<file path="src/rtl/ram_access_arbiter_pkg.sv">
// Shared sequencer types and constants for the instruction RAM arbiter.
// Holds the arbiter state enum and the load-path half-word swap.
package ram_access_arbiter_pkg;

  localparam int RAM_ADDR_W = 10;
  localparam int RAM_DATA_W = 32;
  localparam int RAM_DEPTH  = 1024;

  typedef enum logic [1:0] {
    RUN,
    TO_PROG,
    PROG,
    TO_RUN
  } arb_state_t;

  function automatic logic [RAM_DATA_W-1:0] hw_swap(
    input logic [RAM_DATA_W-1:0] w
  );
    return {w[RAM_DATA_W/2-1:0],
            w[RAM_DATA_W-1:RAM_DATA_W/2]};
  endfunction

endpackage

</file>
<file path="src/rtl/ram_readback_slot.sv">
// One-deep host readback slot: pending address, grant and data strobe.
// The strobe follows the grant by one cycle, matching the RAM latency.
module ram_readback_slot #(
  parameter int ADDR_W = 10,
  parameter int DATA_W = 32
) (
  input  logic              clk,
  input  logic              rst_n,
  input  logic              rb_req,
  input  logic [ADDR_W-1:0] rb_addr,
  input  logic              allow,
  input  logic [DATA_W-1:0] ram_dout,
  output logic              grant,
  output logic [ADDR_W-1:0] grant_addr,
  output logic              rb_valid,
  output logic [DATA_W-1:0] rb_data
);

  logic pend;

  // Pending stays set through the strobe so no second grant can slip in.
  assign grant   = pend & allow & ~rb_valid;
  assign rb_data = rb_valid ? ram_dout : '0;

  always_ff @(posedge clk or negedge rst_n) begin
    if (!rst_n) begin
      pend       <= 1'b0;
      grant_addr <= '0;
      rb_valid   <= 1'b0;
    end else begin
      rb_valid <= grant;
      if (rb_valid) begin
        pend <= 1'b0;
      end else if (rb_req && !pend) begin
        pend       <= 1'b1;
        grant_addr <= rb_addr;
      end
    end
  end

endmodule

</file>
<file path="src/rtl/ram_access_arbiter.sv">
// Single-port instruction RAM arbiter: loader, parser and host readback.
// Readback path present only when RAM_READBACK_EN is defined.
module ram_access_arbiter
  import ram_access_arbiter_pkg::*;
#(
  parameter int ADDR_W = RAM_ADDR_W,
  parameter int DATA_W = RAM_DATA_W
) (
  input  logic              sys_clock,
  input  logic              i_reset_n,
  input  logic              i_write_mode,
  input  logic              i_load_valid,
  input  logic [DATA_W-1:0] i_load_data,
  output logic              o_load_ready,
  input  logic              i_parse_en,
  input  logic [ADDR_W-1:0] i_parse_addr,
  output logic [DATA_W-1:0] o_parse_data,
  input  logic              i_rb_req,
  input  logic [ADDR_W-1:0] i_rb_addr,
  output logic              o_rb_valid,
  output logic [DATA_W-1:0] o_rb_data,
  output logic              o_ram_we,
  output logic [ADDR_W-1:0] o_ram_addr,
  output logic [DATA_W-1:0] o_ram_din,
  input  logic [DATA_W-1:0] i_ram_dout,
  output logic [ADDR_W:0]   o_load_count,
  output logic              o_load_overflow,
  output logic              o_busy
);

  arb_state_t        state;
  logic [ADDR_W-1:0] wr_ptr;
  logic [ADDR_W:0]   count;
  logic              ovf;
  logic              in_prog;
  logic              full;
  logic              accept;

  assign in_prog         = (state == PROG);
  assign full            = count[ADDR_W];
  assign accept          = i_load_valid & in_prog;
  assign o_load_ready    = in_prog;
  assign o_ram_we        = accept & ~full;
  assign o_parse_data    = i_ram_dout;
  assign o_busy          = (state != RUN);
  assign o_load_count    = count;
  assign o_load_overflow = ovf;

  if (DATA_W == RAM_DATA_W) begin : g_pkg_swap
    assign o_ram_din = hw_swap(i_load_data);
  end else begin : g_swap
    assign o_ram_din = {i_load_data[DATA_W/2-1:0],
                        i_load_data[DATA_W-1:DATA_W/2]};
  end

  always_ff @(posedge sys_clock or negedge i_reset_n) begin
    if (!i_reset_n) begin
      state  <= RUN;
      wr_ptr <= '0;
      count  <= '0;
      ovf    <= 1'b0;
    end else begin
      unique case (state)
        RUN: begin
          if (i_write_mode) state <= TO_PROG;
        end
        TO_PROG: begin
          state  <= PROG;
          wr_ptr <= '0;
          count  <= '0;
          ovf    <= 1'b0;
        end
        PROG: begin
          if (accept) begin
            if (full) begin
              ovf <= 1'b1;
            end else begin
              count <= count + 1'b1;
              // Pointer parks on the last word instead of wrapping.
              if (!(&wr_ptr)) wr_ptr <= wr_ptr + 1'b1;
            end
          end
          if (!i_write_mode) state <= TO_RUN;
        end
        TO_RUN: begin
          state <= RUN;
        end
        default: state <= RUN;
      endcase
    end
  end

`ifdef RAM_READBACK_EN
  logic              rb_allow;
  logic              rb_grant;
  logic [ADDR_W-1:0] rb_addr_q;

  assign rb_allow = ((state == RUN) & ~i_parse_en) |
                    (in_prog & ~i_load_valid);

  ram_readback_slot #(
    .ADDR_W(ADDR_W),
    .DATA_W(DATA_W)
  ) u_rb (
    .clk       (sys_clock),
    .rst_n     (i_reset_n),
    .rb_req    (i_rb_req),
    .rb_addr   (i_rb_addr),
    .allow     (rb_allow),
    .ram_dout  (i_ram_dout),
    .grant     (rb_grant),
    .grant_addr(rb_addr_q),
    .rb_valid  (o_rb_valid),
    .rb_data   (o_rb_data)
  );

  assign o_ram_addr = rb_grant ? rb_addr_q :
                      in_prog  ? wr_ptr    : i_parse_addr;
`else
  logic unused_rb;

  assign unused_rb  = ^{i_rb_req, i_rb_addr, i_parse_en};
  assign o_rb_valid = 1'b0;
  assign o_rb_data  = '0;
  assign o_ram_addr = in_prog ? wr_ptr : i_parse_addr;
`endif

endmodule

</file>
<file path="config.mk">
export PLATFORM = sky130hd
export DESIGN_NAME = ram_access_arbiter
export DESIGN_NICKNAME = d
export VERILOG_FILES = /design/src/rtl/ram_access_arbiter_pkg.sv /design/src/rtl/ram_readback_slot.sv /design/src/rtl/ram_access_arbiter.sv
export SDC_FILE = /design/constraint.sdc
export NUM_CORES = 1
export LEC_CHECK = 0
export BUFFER_PORTS_ARGS = -buffer_cell sky130_fd_sc_hd__buf_2
export CORE_ASPECT_RATIO = 1.25
export CORE_MARGIN = 5
export CORE_UTILIZATION = 38
export DETAILED_ROUTE_END_ITERATION = 8
export PLACE_DENSITY = 0.85
export RECOVER_POWER = 100
export SKIP_LAST_GASP = 1
export SLEW_MARGIN = 5
export SYNTH_ARGS = -nofsm -noshare
export SYNTH_HDL_FRONTEND = slang
export SYNTH_HIERARCHICAL = 1
export SYNTH_SLANG_ARGS = --single-unit
</file>
<file path="constraint.sdc">
create_clock -name sys_clock -period 2.7 [get_ports sys_clock]
set_clock_uncertainty 0.2 [all_clocks]
set_input_delay 0.135 -clock sys_clock [delete_from_list [all_inputs] [get_ports sys_clock]]
set_output_delay 0.135 -clock sys_clock [all_outputs]
set_load 0.02 [all_outputs]
</file>
; ---- Word-level counts from Yosys, hierarchy flattened
; Index checks and enable logic that the tools add are counted.
[totals]
regBits = 24
latchBits = 0
mem_bits_rw = 0
rom_bits = 0
output_inout_bits = 122
word_cells = 42
memories = 0
[classes]
add_sub_neg = 2
n_mul = 0
n_div = 0
n_lt_le_gt_ge = 0
n_eq_ne = 9
shift = 0
mux = 14
n_bitwise = 3
reduce_logical = 9
[op_table]
columns = op, n
row1 = $mux 10, 4
row2 = $mux 11, 2
row3 = $pmux 11 s2, 1
row4 = $pmux 10 s2, 1
row5 = $add 11x1->11 const B, 1
row6 = $add 10x1->10 const B, 1
row7 = $ne 2x2->1 const B, 5
row8 = $reduce_and 10->1, 1
row9 = $pmux 2 s4, 1
row10 = $reduce_and 3->1, 2
row11 = $eq 2x2->1 const B, 2
row12 = $mux 2, 2
row13 = $reduce_and 2->1, 2
row14 = $reduce_and 4->1, 1
row15 = $reduce_bool 2->1, 2
row16 = $and 1x1->1, 2
row17 = $eq 2x1->1 const B, 1
row18 = $logic_not 2->1, 1
row19 = $mux 1, 2
row20 = $ne 2x1->1 const B, 1
row21 = $pmux 1 s2, 1
row22 = $not 1->1, 1

; ---- Logic depth before layout (Yosys ltp)
; Gate-level depths: netlist (run 1).
[depth]
ltp_word = 5
depth_mapped = 7
mapped_depth_nobuf = 6

; ---- Least setup slack after synthesis (run 1)
; No wires, ideal clock.
[synth_path]
path_type = flip-flop to flip-flop
from = register state[0]
to = register wr_ptr[6]
setup_time_ps = 120
arrival_ps = 1901
t_required_ps = 2380
slack_ps = 479
path_stages_with_launch = 8
path_buffers = 1
path_cell_list = dfrtp_1 -> inv_1 -> ha_1 -> clkbuf_8 -> nand2_1 -> or3_4 -> and4_4 -> a31o_1
[synth_via]
elab_chain_cells = 4
[synth_lines]
columns = item, line_no
row1 = start: declaration, ram_access_arbiter.sv:31  ; arb_state_t state;
row2 = start signal: assignment, ram_access_arbiter.sv:58  ; state <= RUN;
row3 = start signal: assignment, ram_access_arbiter.sv:65  ; if (i_write_mode) state <= TO_PROG;
row4 = start signal: assignment, ram_access_arbiter.sv:68  ; state <= PROG;
row5 = $eq 2x2->1 (*), ram_access_arbiter.sv:39  ; assign in_prog = (state == PROG);
row6 = net o_load_ready, ram_access_arbiter.sv:14  ; output logic o_load_ready,
row7 = $and 1x1->1, ram_access_arbiter.sv:41  ; assign accept = i_load_valid & in_prog;
row8 = $ne 2x1->1 (no line), n/a
row9 = $reduce_and 4->1 (no line), n/a
row10 = end signal: assignment, ram_access_arbiter.sv:80  ; if (!(&wr_ptr)) wr_ptr <= wr_ptr + 1'b1;
row11 = end: declaration, ram_access_arbiter.sv:32  ; logic [ADDR_W-1:0] wr_ptr;
; Mark *: on every way through the listed nets, which the timed path passes. The rest lies on a longest branch.
; A chain may end at the register's enable or synchronous reset.

; ---- Worst setup path after layout (run 1)
[layout_path]
from = register state[0]
to = register wr_ptr[5]
[layout_via]
elab_chain_cells = 4
[layout_lines]
columns = item, line_no
row1 = $eq 2x2->1, "ram_access_arbiter.sv:39, ram_access_arbiter.sv:63"
row2 = $and 1x1->1, ram_access_arbiter.sv:41
row3 = $ne 2x1->1 (no line), n/a
row4 = $reduce_and 4->1 (no line), n/a
; Several ways; a longest one is shown, not always the timed one.

==> metrics.yaml, run 1 <==
synth:
  ys_top_cells_by_count: "buf_4 (97), dfrtp_1 (24), nor2_1 (18), nand2_1 (13), a21oi_1 (12)"
  synthesis.area_mm2: 0.002273
  yosysSeqAreaShare_pct: 26.42
  syn_avg_cell_area_um2: 8.846
  synth_edf_count: 0
  ys_top_cells_by_area: "buf_4 (32%), dfrtp_1 (26%), mux2_2 (5.0%)"
  syn_inst: 257
  synth_top_area_share_pct: 32.03
  ys_seq_elements: 24
  synthSimpleGateAreaFrac_pct: 14.25
  synth-warning-count: 6
  yosys.cell_types.count: 46
  synthMuxAreaShare_pct: 5.834
  synth_top_area_cell: "buf_4"
  synth_xor_area_share_pct: 3.082
  synth_compound_area_share_pct: 11.83
  synth_most_common_cell: "buf_4"
  synth_ff_type: "dfrtp_1"
  synth_top_family_by_area: "buffers and inverters"
  async_flop_share_pct: 100.0
  synth_adder_area_share_pct: 3.302
timing:
  grt_setup_unrepaired: "no"
  hold_ws_ps: 7.945
  final.period_utilization_pct: 89.59
  finalMaxSlewViolations: 0
  finalCriticalPeriod_ps: 2419
  hold_viol_final: 0
  worstMarginPinSlew_ps: 1321
  slew_headroom_pct: 11.96
  fmax_mhz: 413.4
  setup_viol: 0
  final.setup.tns_ps: 0
drt:
  firstDrtPassIters: 4
  wirelength_um: 4632
  drc: 0
  drt_iter0_drc: 64
  post_drt_wl_per_cell_um: 15.39
  drtAntennaViolNets: 0
  via_per_inst: 5.159
  via_count: 1553
cells_and_area:
  fin_nets: 332
  syn_to_final_growth_pct: -14.53
  drive_above_1_share_pct: 16.17
  n_antenna_cell: 0
  final_area_mm2: 0.001943
cts:
  clock_latency_ps: 270
  cts_buffer_depth: 2
  htree_levels: 1
  cts_resized: 0
  cts_tree: "done"
  numClockSinks: 24
  postCtsSetupRepairBufs: 0
  cts_buffers: 3
  path_clk_slew_ps: 90
  root_buffer: "clkbuf_8"
  ctsHoldBuffers: 2
global_routing:
  grt_pass1_vias: 1544
  gr-total-overflow: 0
  grt_max_degree: 25
  antenna_found_initial: 0
  grt_pass1_wl_um: 7217
  grt_use_total_pct: 11.93
power:
  power.share.combinational_pct: 55.0
  intPower_w: 0.0008093
  pwr-share-clk_pct: 15.9
  power_leakage_nw: 0.8766
  p_per_area_mw_per_mm2: 800.6
  p_total_w: 0.001556
  switching_share_pct: 47.98
  p_seq_share_pct: 29.2
  power_switching_w: 0.0007464
  ir_drop_mv: 0.3363
critical_path:
  worst_setup_path_end_kind: "register"
  worst-path-buf-inv: 2
  cp_max_fo: 18
  cp.required_ps: 2700
  slowest_delay_ps: 480
  critPathKind: "register to register"
  crit_chain: "inv_1, ha_1, buf_4, nand3b_1, a21o_1, or4_1, a21oi_1"
  start_kind: "register"
  arrival_ps: 2420
  cp_slowest_cell: "or4_1"
  crit_family: "simple AND/OR/NAND/NOR gates"
placement:
  placed_cell_area_mm2: 0.001928
  portBuffers: 38
  hpwl_um: 3580
  place.gp.congestion: 0.8928
status:
  status: "completed"
floorplan:
  initial_utilization_pct: 39.08
  row_count: 31
  die-width_um: 79.18
  ios: 212
  dieArea_mm2: 0.007639
  core_area_mm2: 0.005818
  die_y_um: 96.48
flow_run:
  maxCapViolCount: 0
min_path:
  hold_class: "primary input to register"
power groups by stage:
stage / sequential, W / combinational, W / clock [W]
detailed placement: 0.000463 / 0.000920 / 0
CTS: 0.000455 / 0.000925 / 0.000257
global placement: 0.000460 / 0.000890 / 0
global route: 0.000464 / 0.000949 / 0.000274
floorplan: 0.000468 / 0.000813 / 0
finish: 0.000454 / 0.000855 / 0.000247
cell type report:
| cell class | instances | area, µm² |
|---|---|---|
| inverters | 8 | 30.03 |
| clock buffers | 4 | 55.05 |
| repair buffers | 44 | 201.4 |
| flip-flops and latches | 24 | 600.6 |
| fillers | 627 | 3875 |
| well taps | 66 | 82.58 |
| multi-input cells | 155 | 973.4 |
through the flow:
step / setup slack, ps / utilization, % / std cells
floorplan: 479.2 / - / 289
global placement: 522.9 / 33.14 / 295
detailed placement: 457.4 / 33.14 / 295
CTS: 437.4 / 34.43 / 301
global route: 150.0 / 33.40 / 301
finish: 281.0 / 33.40 / 301
metal layers:
metal / GRT usage, % / routed length (µm)
met1: 13.04 / 1697
met2: 19.87 / 2250
met3: 3.061 / 394
met4: 9.026 / 289
met5: 0 / 0
path summary, 6_finish.rpt:
kind / slack [ps] / endpoint / from / cells past startpoint
min in group asynchronous: 480 / wr_ptr[7] / i_reset_n / 2
max in group asynchronous: 1040 / o_load_count[9] / i_reset_n / 2
worst min register to register: 320 / o_load_overflow / o_load_overflow / 2
worst min-delay path: 8 / o_load_overflow / i_load_valid / 3
worst max-delay path: 280 / wr_ptr[5] / state[0] / 7
worst max register to register: 280 / wr_ptr[5] / state[0] / 7
cell usage in the layout (no fill, tap or decap), types with 3 or more instances in the layout:
cell type / Yosys / layout
a211oi_1: 3 / 3
a21oi_1: 12 / 12
a31oi_1: 4 / 4
buf_2: 2 / 13
clkbuf_1: 0 / 27
clkbuf_8: 1 / 4
conb_1: 1 / 33
dfrtp_1: 24 / 24
ha_1: 6 / 6
inv_1: 7 / 7
mux2_2: 10 / 10
nand2_1: 13 / 13
nand3_1: 8 / 8
nor2_1: 18 / 18
o21ai_0: 6 / 6
xnor2_1: 7 / 7
tightest hold or removal path, cell delays in order:
cell	delay (ps)
buf_2	130
a31oi_1	90
nor2_1	80
logic make-up after synthesis:
kind of cell	after synthesis
buffers and inverters	110
AND/OR/NAND/NOR	57
AO/OA/AOI/OAI	39
flip-flops	24
multiplexers	12
XOR/XNOR	8
adder cells (fa/ha/maj)	6
other	1
flip-flops by register name, summed over array words and instances (netlist names):
name and flops:
wr_ptr 10, state 2, o_load_overflow 1, o_load_count 11
No activity file was read; power rests on OpenSTA's default activity.
==> inputs of run 2 (changes only) <==
Settings changed: BUFFER_PORTS_ARGS -buffer_cell sky130_fd_sc_hd__buf_2 to -buffer_cell sky130_fd_sc_hd__buf_4, GPL_TIMING_DRIVEN set to 0.
==> run 2 against run 1 <==
Compared with the run above:
- utilization grew 17 points
- die area is the same
- wire length grew 35%
- first-iteration DRC count shrank 38%
- count of clock-buffer cells in the layout shrank 1
- clock power shrank 14%
- highest routed layer unchanged
==> metrics.yaml, run 2 (synthesis results as in run 1) <==
timing:
  final.setup.tns_ps: 0
  fmax_mhz: 425.3
  hold_viol_final: 0
  final.period_utilization_pct: 87.08
  slew_headroom_pct: 13.28
  finalCriticalPeriod_ps: 2351
  finalMaxSlewViolations: 0
  grt_setup_unrepaired: "no"
  setup_viol: 0
  worstMarginPinSlew_ps: 1301
power:
  switching_share_pct: 48.08
  p_per_area_mw_per_mm2: 582.9
  ir_drop_mv: 0.2378
  p_total_w: 0.001721
  power_leakage_nw: 1.453
  pwr-share-clk_pct: 12.4
  power_switching_w: 0.0008277
  power.share.combinational_pct: 61.3
  intPower_w: 0.0008937
  p_seq_share_pct: 26.4
floorplan:
  row_count: 31
  dieArea_mm2: 0.007639
  die-width_um: 79.18
  ios: 212
  die_y_um: 96.48
  initial_utilization_pct: 39.08
  core_area_mm2: 0.005818
critical_path:
  arrival_ps: 2310
  cp_max_fo: 10
  worst_setup_path_end_kind: "register"
  start_kind: "register"
  critPathKind: "register to register"
  cp.required_ps: 2660
cells_and_area:
  largest_reg_flops: 11
  final_area_mm2: 0.002953
  syn_to_final_growth_pct: 29.88
  layout_commonest_cell: "buf_4"
  n_antenna_cell: 0
  drive_above_1_share_pct: 34.09
  fin_nets: 494
  layout_common_cells: "buf_4 (109), clkbuf_1 (90), conb_1 (33)"
placement:
  portBuffers: 102
  placed_cell_area_mm2: 0.003242
  place.gp.congestion: 0.8333
  hpwl_um: 5339
drt:
  wirelength_um: 6257
  drtAntennaViolNets: 0
  route.met2.wl_um: 3255
  wl_met1_um: 2152
  drc: 0
  highest_layer: "met4"
  via_count: 2073
  firstDrtPassIters: 4
  drt_iter0_drc: 40
  post_drt_wl_per_cell_um: 13.54
  wl_met3_um: 807
  via_per_inst: 4.487
cts:
  cts_buffers: 3
  cts_tree: "done"
  cts_buffer_depth: 2
  numClockSinks: 24
  root_buffer: "clkbuf_8"
  htree_levels: 1
  path_clk_slew_ps: 80
  clock_latency_ps: 260
  postCtsSetupRepairBufs: 0
global_routing:
  grt_pass1_vias: 2026
  grt_use_total_pct: 15.31
  grt_max_degree: 25
  grt_pass1_wl_um: 9535
  gr-total-overflow: 0
  antenna_found_initial: 0
min_path:
  hold_class: "register to register"
flow_run:
  maxCapViolCount: 0
status:
  status: "completed"
==> run 2: cell count changes in the layout (fill, tap and decap cells not counted) <==
cell,delta
a2111oi_0,-1
clkbuf_4,+1
buf_2,-13
clkbuf_1,+63
buf_4,+107
a2111oi_1,+1
clkbuf_2,+1
dlygate4sd3_1,+1
buf_6,+1
==> run 2: stage by stage <==
stage               std cells  setup WS [ps]  utilization [%]  hold WS [ps]
detailed placement        457          341.4            55.72        -139.6
global route              462          134.1            50.75         333.7
CTS                       463          60.17            56.95         124.8
finish                    462          348.8            50.75         316.9
floorplan                 289          479.2                -        -360.6
global placement          457          385.8            55.72        -147.2
==> run 2: layer usage <==
layer	track usage [%]	up-vias
met2	29.85	128
met3	4.731	4
met1	15.61	917
li1	-	1024
met4	4.298	0
met5	0	-
==> run 2: repair_timing <==
item                                   CTS  global route
setup endpoints to repair                0             5
endpoints found under the hold margin   26             0
hold buffers                             3             0
gates resized for setup                  0             1
==> run 2: final timing paths <==
check	endpoint	slack, ps	cells past startpoint	start
min in group asynchronous	wr_ptr[8]	480	2	i_reset_n
hold reg to reg	o_load_overflow	320	2	o_load_overflow
setup reg to reg	o_load_count[9]	350	6	state[0]
setup / recovery	o_load_count[9]	350	6	state[0]
max in group asynchronous	o_load_count[2]	1050	2	i_reset_n
hold / removal	o_load_overflow	320	2	o_load_overflow
==> run 2: final cells by class <==
| type | instances | area [µm²] |
|---|---|---|
| buffer | 101 | 765.7 |
| clock buffer | 3 | 41.29 |
| fill | 634 | 2865 |
| inverter | 8 | 30.03 |
| multi-input combinational | 155 | 974.7 |
| sequential | 24 | 600.6 |
| tap | 66 | 82.58 |
| timing repair buffer | 105 | 457.9 |
==> run 2: power groups by stage <==
stage	Combinational (W)	Clock [W]	Sequential, W
6_report	0.00105	0.000213	0.000454
3_5_place_dp	0.00120	0	0.000464
4_1_cts	0.00121	0.000221	0.000456
2_1_floorplan	0.000813	0	0.000468
3_3_place_gp	0.00117	0	0.000461
5_1_grt	0.00117	0.000236	0.000465
==> run 2: worst max-delay path, cell delays in order, from the launching register on <==
cell      delay [ps]
dfrtp_1          380
inv_1             90
ha_1             400
clkinv_1         270
nor2_1           560
nor2_1            90
a31o_2           260
